`src/rtl/bcd_pkg.sv`:
```
// Shared types and constants for the packed-BCD counter family.
package bcd_pkg;

  localparam int N_DIGITS = 4;
  localparam logic [3:0] BCD_MAX = 4'd9;

  typedef logic [3:0]  bcd_digit_t;
  typedef logic [15:0] bcd4_t;
  typedef logic [1:0]  scan_idx_t;

  // Non-decimal nibbles collapse to zero so the stored count is always valid BCD.
  function automatic bcd_digit_t bcd_sanitize(input bcd_digit_t d);
    return (d > BCD_MAX) ? bcd_digit_t'(0) : d;
  endfunction

endpackage

```
`src/rtl/bcd_digit.sv`:
```
// One decade cell of the BCD counter: holds one digit and ripples a carry or
// borrow to the next decade. Loads are sanitised here, one nibble per cell.
module bcd_digit
  import bcd_pkg::*;
(
  input  logic       clk,
  input  logic       rst,
  input  logic       load,
  input  bcd_digit_t load_val,
  input  logic       step_in,
  input  logic       up,
  output bcd_digit_t digit,
  output logic       step_out
);

  bcd_digit_t digit_q;
  bcd_digit_t digit_nxt;

  // Next-digit decode: load wins, otherwise step up or down with decade wrap.
  always_comb begin
    digit_nxt = digit_q;
    if (load) begin
      digit_nxt = bcd_sanitize(load_val);
    end else if (step_in) begin
      if (up) begin
        digit_nxt = (digit_q == BCD_MAX) ? bcd_digit_t'(0) : digit_q + 4'd1;
      end else begin
        digit_nxt = (digit_q == 4'd0) ? BCD_MAX : digit_q - 4'd1;
      end
    end
  end

  // Digit register with asynchronous clear.
  always_ff @(posedge clk or posedge rst) begin
    if (rst) begin
      digit_q <= '0;
    end else begin
      digit_q <= digit_nxt;
    end
  end

  // The upstream step is already suppressed during a load, so no load gating here.
  assign step_out = step_in & (up ? (digit_q == BCD_MAX) : (digit_q == 4'd0));
  assign digit    = digit_q;

endmodule

```
`src/rtl/bcd4_scan_counter.sv`:
```
// Four-digit packed-BCD up/down counter with a free-running digit scanner
// feeding a downstream BCD-to-7-segment decoder.
module bcd4_scan_counter
  import bcd_pkg::*;
#(
  parameter int unsigned SCAN_DIV = 4
) (
  input  logic        iClk,
  input  logic        iRst,
  input  logic        iEn,
  input  logic        iUp,
  input  logic        iLoad,
  input  logic [15:0] iLoadVal,
  output logic [15:0] oCount,
  output logic        oCarry,
  output logic [3:0]  oBCD,
  output logic [3:0]  oDigitSel
);

  localparam logic [15:0] PRE_TC = 16'(SCAN_DIV - 1);

  bcd4_t               count;
  logic [N_DIGITS:0]   step_chain;
  logic                carry_q;
  logic [15:0]         pre_cnt;
  logic                pre_tc;
  scan_idx_t           scan_idx;

  // A load takes the whole cycle, so the step chain is only fed when not loading.
  assign step_chain[0] = iEn & ~iLoad;

  for (genvar g = 0; g < N_DIGITS; g++) begin : g_digit
    bcd_digit u_digit (
      .clk      (iClk),
      .rst      (iRst),
      .load     (iLoad),
      .load_val (iLoadVal[4*g +: 4]),
      .step_in  (step_chain[g]),
      .up       (iUp),
      .digit    (count[4*g +: 4]),
      .step_out (step_chain[g+1])
    );
  end

  // Wrap pulse: the thousands step-out is exactly a 9999->0000 or 0000->9999 wrap.
  always_ff @(posedge iClk or posedge iRst) begin
    if (iRst) begin
      carry_q <= 1'b0;
    end else begin
      carry_q <= step_chain[N_DIGITS];
    end
  end

  assign pre_tc = (pre_cnt == PRE_TC);

  // Prescaler counts 0..SCAN_DIV-1, independent of counting and loading.
  always_ff @(posedge iClk or posedge iRst) begin
    if (iRst) begin
      pre_cnt <= '0;
    end else if (pre_tc) begin
      pre_cnt <= '0;
    end else begin
      pre_cnt <= pre_cnt + 16'd1;
    end
  end

  // Scan index advances once per prescaler terminal count, wrapping 3->0.
  always_ff @(posedge iClk or posedge iRst) begin
    if (iRst) begin
      scan_idx <= '0;
    end else if (pre_tc) begin
      scan_idx <= scan_idx + 2'd1;
    end
  end

  // Digit select and BCD mux decode straight from registers so both move on the same edge.
  always_comb begin
    oDigitSel = 4'b0001;
    oBCD      = count[3:0];
    case (scan_idx)
      2'd0: begin oDigitSel = 4'b0001; oBCD = count[3:0];   end
      2'd1: begin oDigitSel = 4'b0010; oBCD = count[7:4];   end
      2'd2: begin oDigitSel = 4'b0100; oBCD = count[11:8];  end
      2'd3: begin oDigitSel = 4'b1000; oBCD = count[15:12]; end
      default: begin oDigitSel = 4'b0001; oBCD = count[3:0]; end
    endcase
  end

  assign oCount = count;
  assign oCarry = carry_q;

endmodule

```
`config.mk`:
```
export PLATFORM = sky130hd
export DESIGN_NAME = bcd4_scan_counter
export DESIGN_NICKNAME = d
export VERILOG_FILES = /design/src/rtl/bcd_pkg.sv /design/src/rtl/bcd_digit.sv /design/src/rtl/bcd4_scan_counter.sv
export SDC_FILE = /design/constraint.sdc
export NUM_CORES = 1
export LEC_CHECK = 0
export CAP_MARGIN = 10
export CORE_UTILIZATION = 40
export CTS_CLUSTER_DIAMETER = 30
export DETAILED_ROUTE_END_ITERATION = 8
export PLACE_DENSITY = 0.6
export SKIP_CTS_REPAIR_TIMING = 1
export SLEW_MARGIN = 25
export SYNTH_ARGS = -nofsm -noshare
export SYNTH_HDL_FRONTEND = slang
export SYNTH_HIERARCHICAL = 1
export SYNTH_SLANG_ARGS = --single-unit
```
`constraint.sdc`:
```
create_clock -name iClk -period 3.51 [get_ports iClk]
set_input_delay 0.702 -clock iClk [delete_from_list [all_inputs] [get_ports iClk]]
set_output_delay 0.702 -clock iClk [all_outputs]
set_load 0.03 [all_outputs]
```
**Yosys cells after proc, flatten, opt, wreduce, memory -nomap -nowiden**

Index checks and enable logic that the tools add are counted.

- Bits in registers: 35
- Word-level logic and storage cells: 75
- Output and inout port bits: 25
- Input port bits: 21

- Add/subtract/negate cells: 10
- Magnitude comparators: 4
- Equal/unequal tests: 8
- Multiplexer cells: 31
- Bitwise gates (word level): 6
- Reduce and logical (&&, ||, !) cells: 9

Operators by type and width:

| cell | count |
|---|---|
| 4-bit 2-to-1 mux | 24 |
| 4-bit case mux with 4 select lines | 2 |
| 16-bit by 1-bit adder with 16-bit output (second input constant) | 1 |
| 4-bit by 1-bit adder with 4-bit output (second input constant) | 4 |
| 16-bit by 2-bit == test with 1-bit output (second input constant) | 1 |
| 4-bit == test (second input constant) | 4 |
| 4-bit greater-than comparator (second input constant) | 4 |
| 4-bit zero test | 4 |
| 16-bit 2-to-1 mux | 1 |
| 4-bit by 1-bit subtractor with 4-bit output (second input constant) | 4 |
| 2-bit nonzero test | 4 |
| 1-bit AND | 5 |
| 2-bit == test (second input constant) | 2 |
| 1-bit 2-to-1 mux | 4 |
| 2-bit by 1-bit adder with 2-bit output (second input constant) | 1 |
| 2-bit by 1-bit == test with 1-bit output (second input constant) | 1 |
| 2-bit zero test | 1 |
| 1-bit inverter | 1 |

**Logic depth before layout (Yosys ltp)**

Gate-level depths: netlist of run 1.

- Word-level depth: 7
- Gate-level depth with buffers: 10

**Cells and area by module**

The synthesis of run 1 kept the hierarchy.

Modules (own cells, without submodules):

| module | cells each | area an instance (um^2) | instances | seq. area each (um^2) |
|---|---|---|---|---|
| bcd_digit | 47 | 365.4 | 4 | 100.1 |
| bcd4_scan_counter | 87 | 1012.2 | 1 | 475.5 |

**Least setup slack after synthesis of run 1**

No wires, ideal clock.

- Path kind: in2reg
- Start: in iUp
- End: reg g_digit[3].u_digit.digit_q[1]
- Setup slack: 0.541 ns
- Library setup time: 0.087 ns
- Buffers on the path: 1
- Cell stages on the path: 10
- Arrival: 2.882 ns
- Data required time: 3.423 ns
- Cells stage by stage: buf_2 -> or3_1 -> a21oi_1 -> nand2_1 -> a21oi_1 -> nand2_1 -> a21oi_1 -> nand2_1 -> or3_1 -> a22oi_1

- Longest elaborated chain between the ends: 5
- Elaborated cells between the ends (all ways): 10
- Classes of those cells: mux (6); bitwise (3); reduce/logical (1)

RTL lines:

| what | line | RTL |
|---|---|---|
| start, declared | bcd4_scan_counter.sv:11 | `input logic iUp,` |
| 1-bit 2-to-1 mux | bcd_digit.sv:43 | `assign step_out = step_in & (up ? (digit_q == BCD_MAX) : (digit_q == 4'd0));` |
| 1-bit AND | bcd_digit.sv:43 |  |
| named net step_chain[1] | bcd4_scan_counter.sv:23 | `logic [N_DIGITS:0] step_chain;` |
| 1-bit AND | bcd_digit.sv:43 |  |
| named net step_chain[2] | bcd4_scan_counter.sv:23 |  |
| 1-bit AND | bcd_digit.sv:43 |  |
| named net step_chain[3] | bcd4_scan_counter.sv:23 |  |
| 2-bit nonzero test (no source line) | n/a |  |
| end signal, assigned | bcd_digit.sv:38 | `digit_q <= digit_nxt;` |
| end, declared | bcd_digit.sv:16 | `bcd_digit_t digit_q;` |

The timed path passes the listed nets, and every way through them passes these cells. The select of a mux whose other input is x is not followed.
A chain may end at the register's enable or synchronous reset.

**Final worst setup path of run 1**

- Start: reg scan_idx[0]
- End: out oBCD[1]

- Longest elaborated chain between the ends: 2
- Elaborated cells between the ends (all ways): 5
- Classes of those cells: eq/ne (3); mux (1); reduce/logical (1)

RTL lines:

| what | line | RTL |
|---|---|---|
| start, declared | bcd4_scan_counter.sv:27 | `scan_idx_t scan_idx;` |
| start signal, assigned | bcd4_scan_counter.sv:72 | `scan_idx <= scan_idx + 2'd1;` |
| 2-bit == test (tied with other cells) | bcd4_scan_counter.sv:80 | `case (scan_idx)` |
| 4-bit case mux with 4 select lines (*) | bcd4_scan_counter.sv:80 |  |
| end, declared | bcd4_scan_counter.sv:16 | `output logic [3:0] oBCD,` |

Mark *: on every way between the ends. The rest lies on a longest branch, timed or not.

==> results of run 1 <==
per-stage QoR:
| step | setup WS, ns | instances | hold WS, ns | power (uW) |
|---|---|---|---|---|
| global route | 0.385 | 391 | 0.518 | 1130 |
| CTS | 0.530 | 391 | 0.483 | 1080 |
| finish | 0.556 | 391 | 0.482 | 1070 |
| floorplan | 0.541 | 275 | 0.447 | 625 |
| global placement | 0.382 | 383 | 0.474 | 715 |
| detailed placement | 0.306 | 383 | 0.470 | 715 |
area by class of cell:
cell class                 count  area [um^2]  share of cell area
inverter                      19         71.3              0.0233
timing repair buffer          51          495               0.162
clock buffer                   5         68.8              0.0225
sequential                    35          876               0.286
tap                           75         93.8              0.0306
multi-input combinational    203         1420               0.462
clock inverter                 3         43.8              0.0143
sequential cells by signal, summed over array words and instances, names as in the netlist:
| register | count |
|---|---|
| g_digit.u_digit/digit | 16 |
| pre_cnt | 16 |
| scan_idx | 2 |
| oCarry | 1 |
worst reg2reg max path: stages, from the launching register on:
cell	delay, ns
dfrtp_1	0.56
or3_1	0.43
a21oi_1	0.20
nand2_1	0.07
a21oi_1	0.18
nand2_1	0.07
a21oi_1	0.43
nand2_1	0.13
or3_1	0.36
a22oi_1	0.17
how the worst max path moves through the flow:
stage           startpoint                     endpoint  depth (start not counted)  slack [ns]
3_3_place_gp           iUp  g_digit[3].u_digit/digit[1]                          9        0.38
2_1_floorplan          iUp  g_digit[3].u_digit/digit[1]                         10        0.54
5_1_grt                iUp  g_digit[3].u_digit/digit[1]                          9        0.39
3_5_place_dp           iUp  g_digit[3].u_digit/digit[1]                          9        0.31
4_1_cts        scan_idx[0]                      oBCD[1]                          5        0.53
6_report       scan_idx[0]                      oBCD[1]                          5        0.56
placed cells by master, fill, tap and decap left out, types with 5 or more instances in the layout:
cell and instances:
xnor2_1 14, dfrtp_1 35, inv_1 19, xor2_1 8, ha_1 8, buf_4 6, a221oi_1 8, clkdlybuf4s50_1 45
o21ai_0 16, or3_1 8, clkbuf_8 5, a21oi_1 12, nand2_1 8, nor2b_1 6, nand3_1 21, and3_1 15
nand2b_1 8, nor2_1 20
cell families after synthesis:
kind of cell,synth area share
flops,0.354
compound gates,0.164
fa+ha+maj,0.0405
simple gates,0.236
mux,0.0207
xor+xnor,0.111
buf+inv,0.0739
per-layer routing:
metal,GRT usage,vias to the layer above,wire length (um)
li1,-,1053,-
met1,0.253,981,2640
met2,0.299,37,2490
met3,0.0295,8,190
met4,0.0750,0,85
met5,0,-,0
power by group:
part	switching (uW)	internal, uW
logic	118	113
registers	56.2	419
clock network	152	211
total	326	744
==> flow_metrics.tcl, run 1 <==
set metrics [dict create \
    slew_viol_final 0 \
    portBuffers 45 \
    critPathMaxFanout 6 \
    synthArstFlopShare 1.00 \
    critPathKind "flop to output port" \
    cp_num_buf_inv 2 \
    cts-buffers-inserted 5 \
    fill_cells 587 \
    synth_cell_types 37 \
    wirelength_um 5410 \
    drt-pass1-iter-count 5 \
    yosysTopAreaCell "dfrtp_1" \
    holdPathStages 1 \
    synth_commonest_cells "35 x dfrtp_1, 21 x nand3_1, 20 x nor2_1" \
    yosys_warnings 6 \
    syn_nets 304 \
    rr_endpoint "g_digit[3].u_digit/digit[1]" \
    cp_top_family "buffers and inverters" \
    via_count 2079 \
    synth.top_cells.by_area "dfrtp_1 35%, xnor2_1 5.0%, nand3_1 4.2%" \
    max_stage_delay_ns 0.61 \
    synth-edff-count 0 \
    die-area_um2 6500 \
    synth_most_common_cell "dfrtp_1" \
    hold_end "pre_cnt[15]" \
    r2r_start "g_digit[0].u_digit/digit[0]" \
    worst_pin_slew_ns 0.707 \
    endpoint_kind "output port" \
    ioPinCount 46 \
    hold_class "flop to flop" \
    grt_pass1_vias 1937 \
    hp-start "pre_cnt[15]" \
    gr-total-overflow 0 \
    drcViolationCount 0 \
    reg2reg_depth 9 \
    ys_seq_area_frac 0.354 \
    arrival_ns 2.25 \
    fin_tns_setup_ns 0 \
    skew_ns 0.00467 \
    diodes 0 \
    relSlewSlack 0.528 \
    rrSetupSlack_ns 0.83 \
    ant_nets 0 \
    clk_pin_slew_worst_paths_ns 0.07 \
    synth_top_flop_cell "dfrtp_1" \
    wl_per_cell_um 13.8 \
    grt_first_pass_wirelength_um 9330 \
    root_buffer "clkbuf_8" \
    vdd_drop_max_uv 249 \
    grt_max_degree 33 \
    status "complete, no violations" \
    cts_tree "yes" \
    netlist_area_um2 2470 \
    die_h_um 80.6 \
    finalSetupViolCount 0 \
    yosysTopAreaCellShare 0.354 \
    place.detailed.hpwl_um 3950 \
    core_um2 5960 \
    utilization 0.514 \
    grtUsageTotal 0.188 \
    area_growth_pct 23.9 \
    p_leak_uw 0.00138 \
    viasPerCell 5.32 \
    dpl_cell_area_um2 2950 \
    antenna_found_initial 0 \
    place.gp.congestion 0.744 \
    slowest_stage "clkdlybuf4s50_1" \
    fin_crit_sh 0.842 \
    post_synth.cell_area_avg_um2 8.99 \
    rsz0062_at_grt "false" \
    die_x_um 80.6 \
    crit_chain "inv_1 > ha_1 > a222oi_1 > mux2i_1 > clkdlybuf4s50_1" \
    placement_rows 28 \
    clk_latency_ns 0.29 \
    fin_crit_ns 2.95 \
    fin_nets 344 \
    critical_path_required_ns 2.81 \
    hold_viol 0 \
    layout-drive-gt1-share 0.0949 \
    cts_max_path_buffers 2 \
    maxCapViolCount 0 \
    max_freq_mhz 339 \
    cts-htree-levels 2 \
    drtIter0Drc 94 \
    cp-start-kind "flop" \
    fin_area_um2 3060 \
    p_per_area_nw_per_um2 349 \
    start_util 0.415 \
    clock_sinks 35 \
    ys_seq_elements 35 \
    syn_inst 275 \
]
(Power assumes the default switching activity.)
==> inputs of run 2 (changes only) <==
--- a/config.mk
+++ b/config.mk
@@ -9,7 +9,7 @@
 export CORE_UTILIZATION = 40
 export CTS_CLUSTER_DIAMETER = 30
 export DETAILED_ROUTE_END_ITERATION = 8
-export PLACE_DENSITY = 0.6
+export PLACE_DENSITY = 0.62
 export SKIP_CTS_REPAIR_TIMING = 1
 export SLEW_MARGIN = 25
 export SYNTH_ARGS = -nofsm -noshare
==> constraint.sdc (replaced) <==
create_clock -name iClk -period 2.7 [get_ports iClk]
set_input_delay 0.54 -clock iClk [delete_from_list [all_inputs] [get_ports iClk]]
set_output_delay 0.54 -clock iClk [all_outputs]
set_load 0.03 [all_outputs]
==> run 2 against run 1 <==
Compared with the run above: first-iteration DRC count grew 21%; sequential share of layout area fell by 0.97 points; sequential power increased by 22%; critical path type unchanged.
==> flow_metrics.tcl, run 2 (synthesized netlist as in run 1, its figures left out) <==
set metrics [dict create \
    grtUsageTotal 0.192 \
    hold_class "flop to flop" \
    relSlewSlack 0.542 \
    vdd_drop_max_uv 194 \
    fin_area_um2 3170 \
    critPathMaxFanout 6 \
    layout_setup_ws_ns 0.225 \
    p_total_uw 1430 \
    area_growth_pct 28.2 \
    diodes 0 \
    max_stage_delay_ns 0.46 \
    busiest_layer "met2" \
    whs_ns 0.484 \
    fin_nets 356 \
    cp-start-kind "flop" \
    ant_nets 0 \
    max_freq_mhz 404 \
    clk_latency_ns 0.29 \
    ioPinCount 46 \
    slowest_stage "dfrtp_1" \
    maxCapViolCount 0 \
    worst_pin_slew_ns 0.687 \
    die_h_um 80.6 \
    dp_slack_ns 0.0380 \
    critPathKind "flop to output port" \
    clk_pin_slew_worst_paths_ns 0.08 \
    via_count 2149 \
    place.detailed.hpwl_um 4300 \
    antenna_found_initial 0 \
    wirelength_um 5820 \
    fin_tns_setup_ns 0 \
    cts_max_path_buffers 2 \
    skew_ns 0.00259 \
    slew_viol_final 0 \
    p_per_area_nw_per_um2 450 \
    grt_max_degree 33 \
    wl_per_cell_um 14.4 \
    root_buffer "clkbuf_8" \
    hold_viol 0 \
    die-area_um2 6500 \
    layout-drive-gt1-share 0.134 \
    start_util 0.415 \
    layout_commonest_cell "clkdlybuf4s50_1" \
    finalSetupViolCount 0 \
    grt_first_pass_wirelength_um 9490 \
    viasPerCell 5.33 \
    crit_chain "inv_1 > ha_1 > a222oi_1 > mux2i_1 > dlymetal6s2s_1" \
    place.gp.congestion 0.788 \
    status "complete, no violations" \
    final_cell_mix "41 x clkdlybuf4s50_1, 35 x dfrtp_1, 21 x nand3_1" \
    drtIter0Drc 114 \
    grtUsageMet1 0.251 \
    fin_crit_sh 0.917 \
    rsz0062_at_grt "false" \
    drt-pass1-iter-count 4 \
    clock_sinks 35 \
    placement_rows 28 \
    fill_cells 562 \
    grt_pass1_vias 1951 \
    portBuffers 45 \
    core_um2 5960 \
    cp_num_buf_inv 2 \
    cts-htree-levels 2 \
    grt_use_met2 0.316 \
    gr-total-overflow 0 \
    grtUsageMet3 0.0432 \
    critical_path_required_ns 2.16 \
    endpoint_kind "output port" \
    dpl_cell_area_um2 3050 \
    arrival_ns 1.93 \
    fin_crit_ns 2.47 \
    cts-buffers-inserted 5 \
    drcViolationCount 0 \
    p_leak_uw 0.00149 \
    cp_top_family "flip-flops" \
    die_x_um 80.6 \
    cts_tree "yes" \
]
[run 2: cell count changes in the layout (fill, tap and decap cells not counted)]
cell | previous run | this run
a21oi_1 | 12 | 10
dlymetal6s2s_1 | 0 | 4
clkdlybuf4s50_1 | 45 | 41
a21oi_2 | 0 | 2
buf_4 | 6 | 18
[run 2: area by class of cell]
| cell class | instances | area [um^2] | area share |
|---|---|---|---|
| multi-input combinational | 203 | 1420 | 0.449 |
| sequential | 35 | 876 | 0.276 |
| timing repair buffer | 63 | 596 | 0.188 |
| tap | 75 | 93.8 | 0.0296 |
| inverter | 19 | 71.3 | 0.0225 |
| clock buffer | 5 | 68.8 | 0.0217 |
| clock inverter | 3 | 43.8 | 0.0138 |
[run 2: where the power goes]
group          switching (uW)  leakage (uW)  internal (uW)
clock network             212     0.0000581            275
registers                36.4      0.000461            546
logic                     196      0.000974            163
[run 2: layer usage]
metal | wire length [um] | share of wire
met1 | 2730 | 0.47
met2 | 2810 | 0.48
met3 | 199 | 0.034
met4 | 78 | 0.013
met5 | 0 | 0
[run 2: worst paths after layout]
path                                             start                     endpoint  slack [ns]  cells after the start
setup / recovery                           scan_idx[0]                      oBCD[0]        0.23                      5
hold / removal                             pre_cnt[15]                  pre_cnt[15]        0.48                      1
setup reg to reg           g_digit[0].u_digit/digit[0]  g_digit[3].u_digit/digit[3]        0.52                      9
hold reg to reg                            pre_cnt[15]                  pre_cnt[15]        0.48                      1
max in group asynchronous                         iRst                   pre_cnt[9]        1.41                      2
min in group asynchronous                         iRst  g_digit[1].u_digit/digit[3]        0.62                      2
[run 2: through the flow]
| step | util | std cells |
|---|---|---|
| global placement | 0.512 | 395 |
| finish | 0.533 | 403 |
| global route | 0.533 | 403 |
| CTS | 0.531 | 403 |
| detailed placement | 0.512 | 395 |
| floorplan | - | 275 |
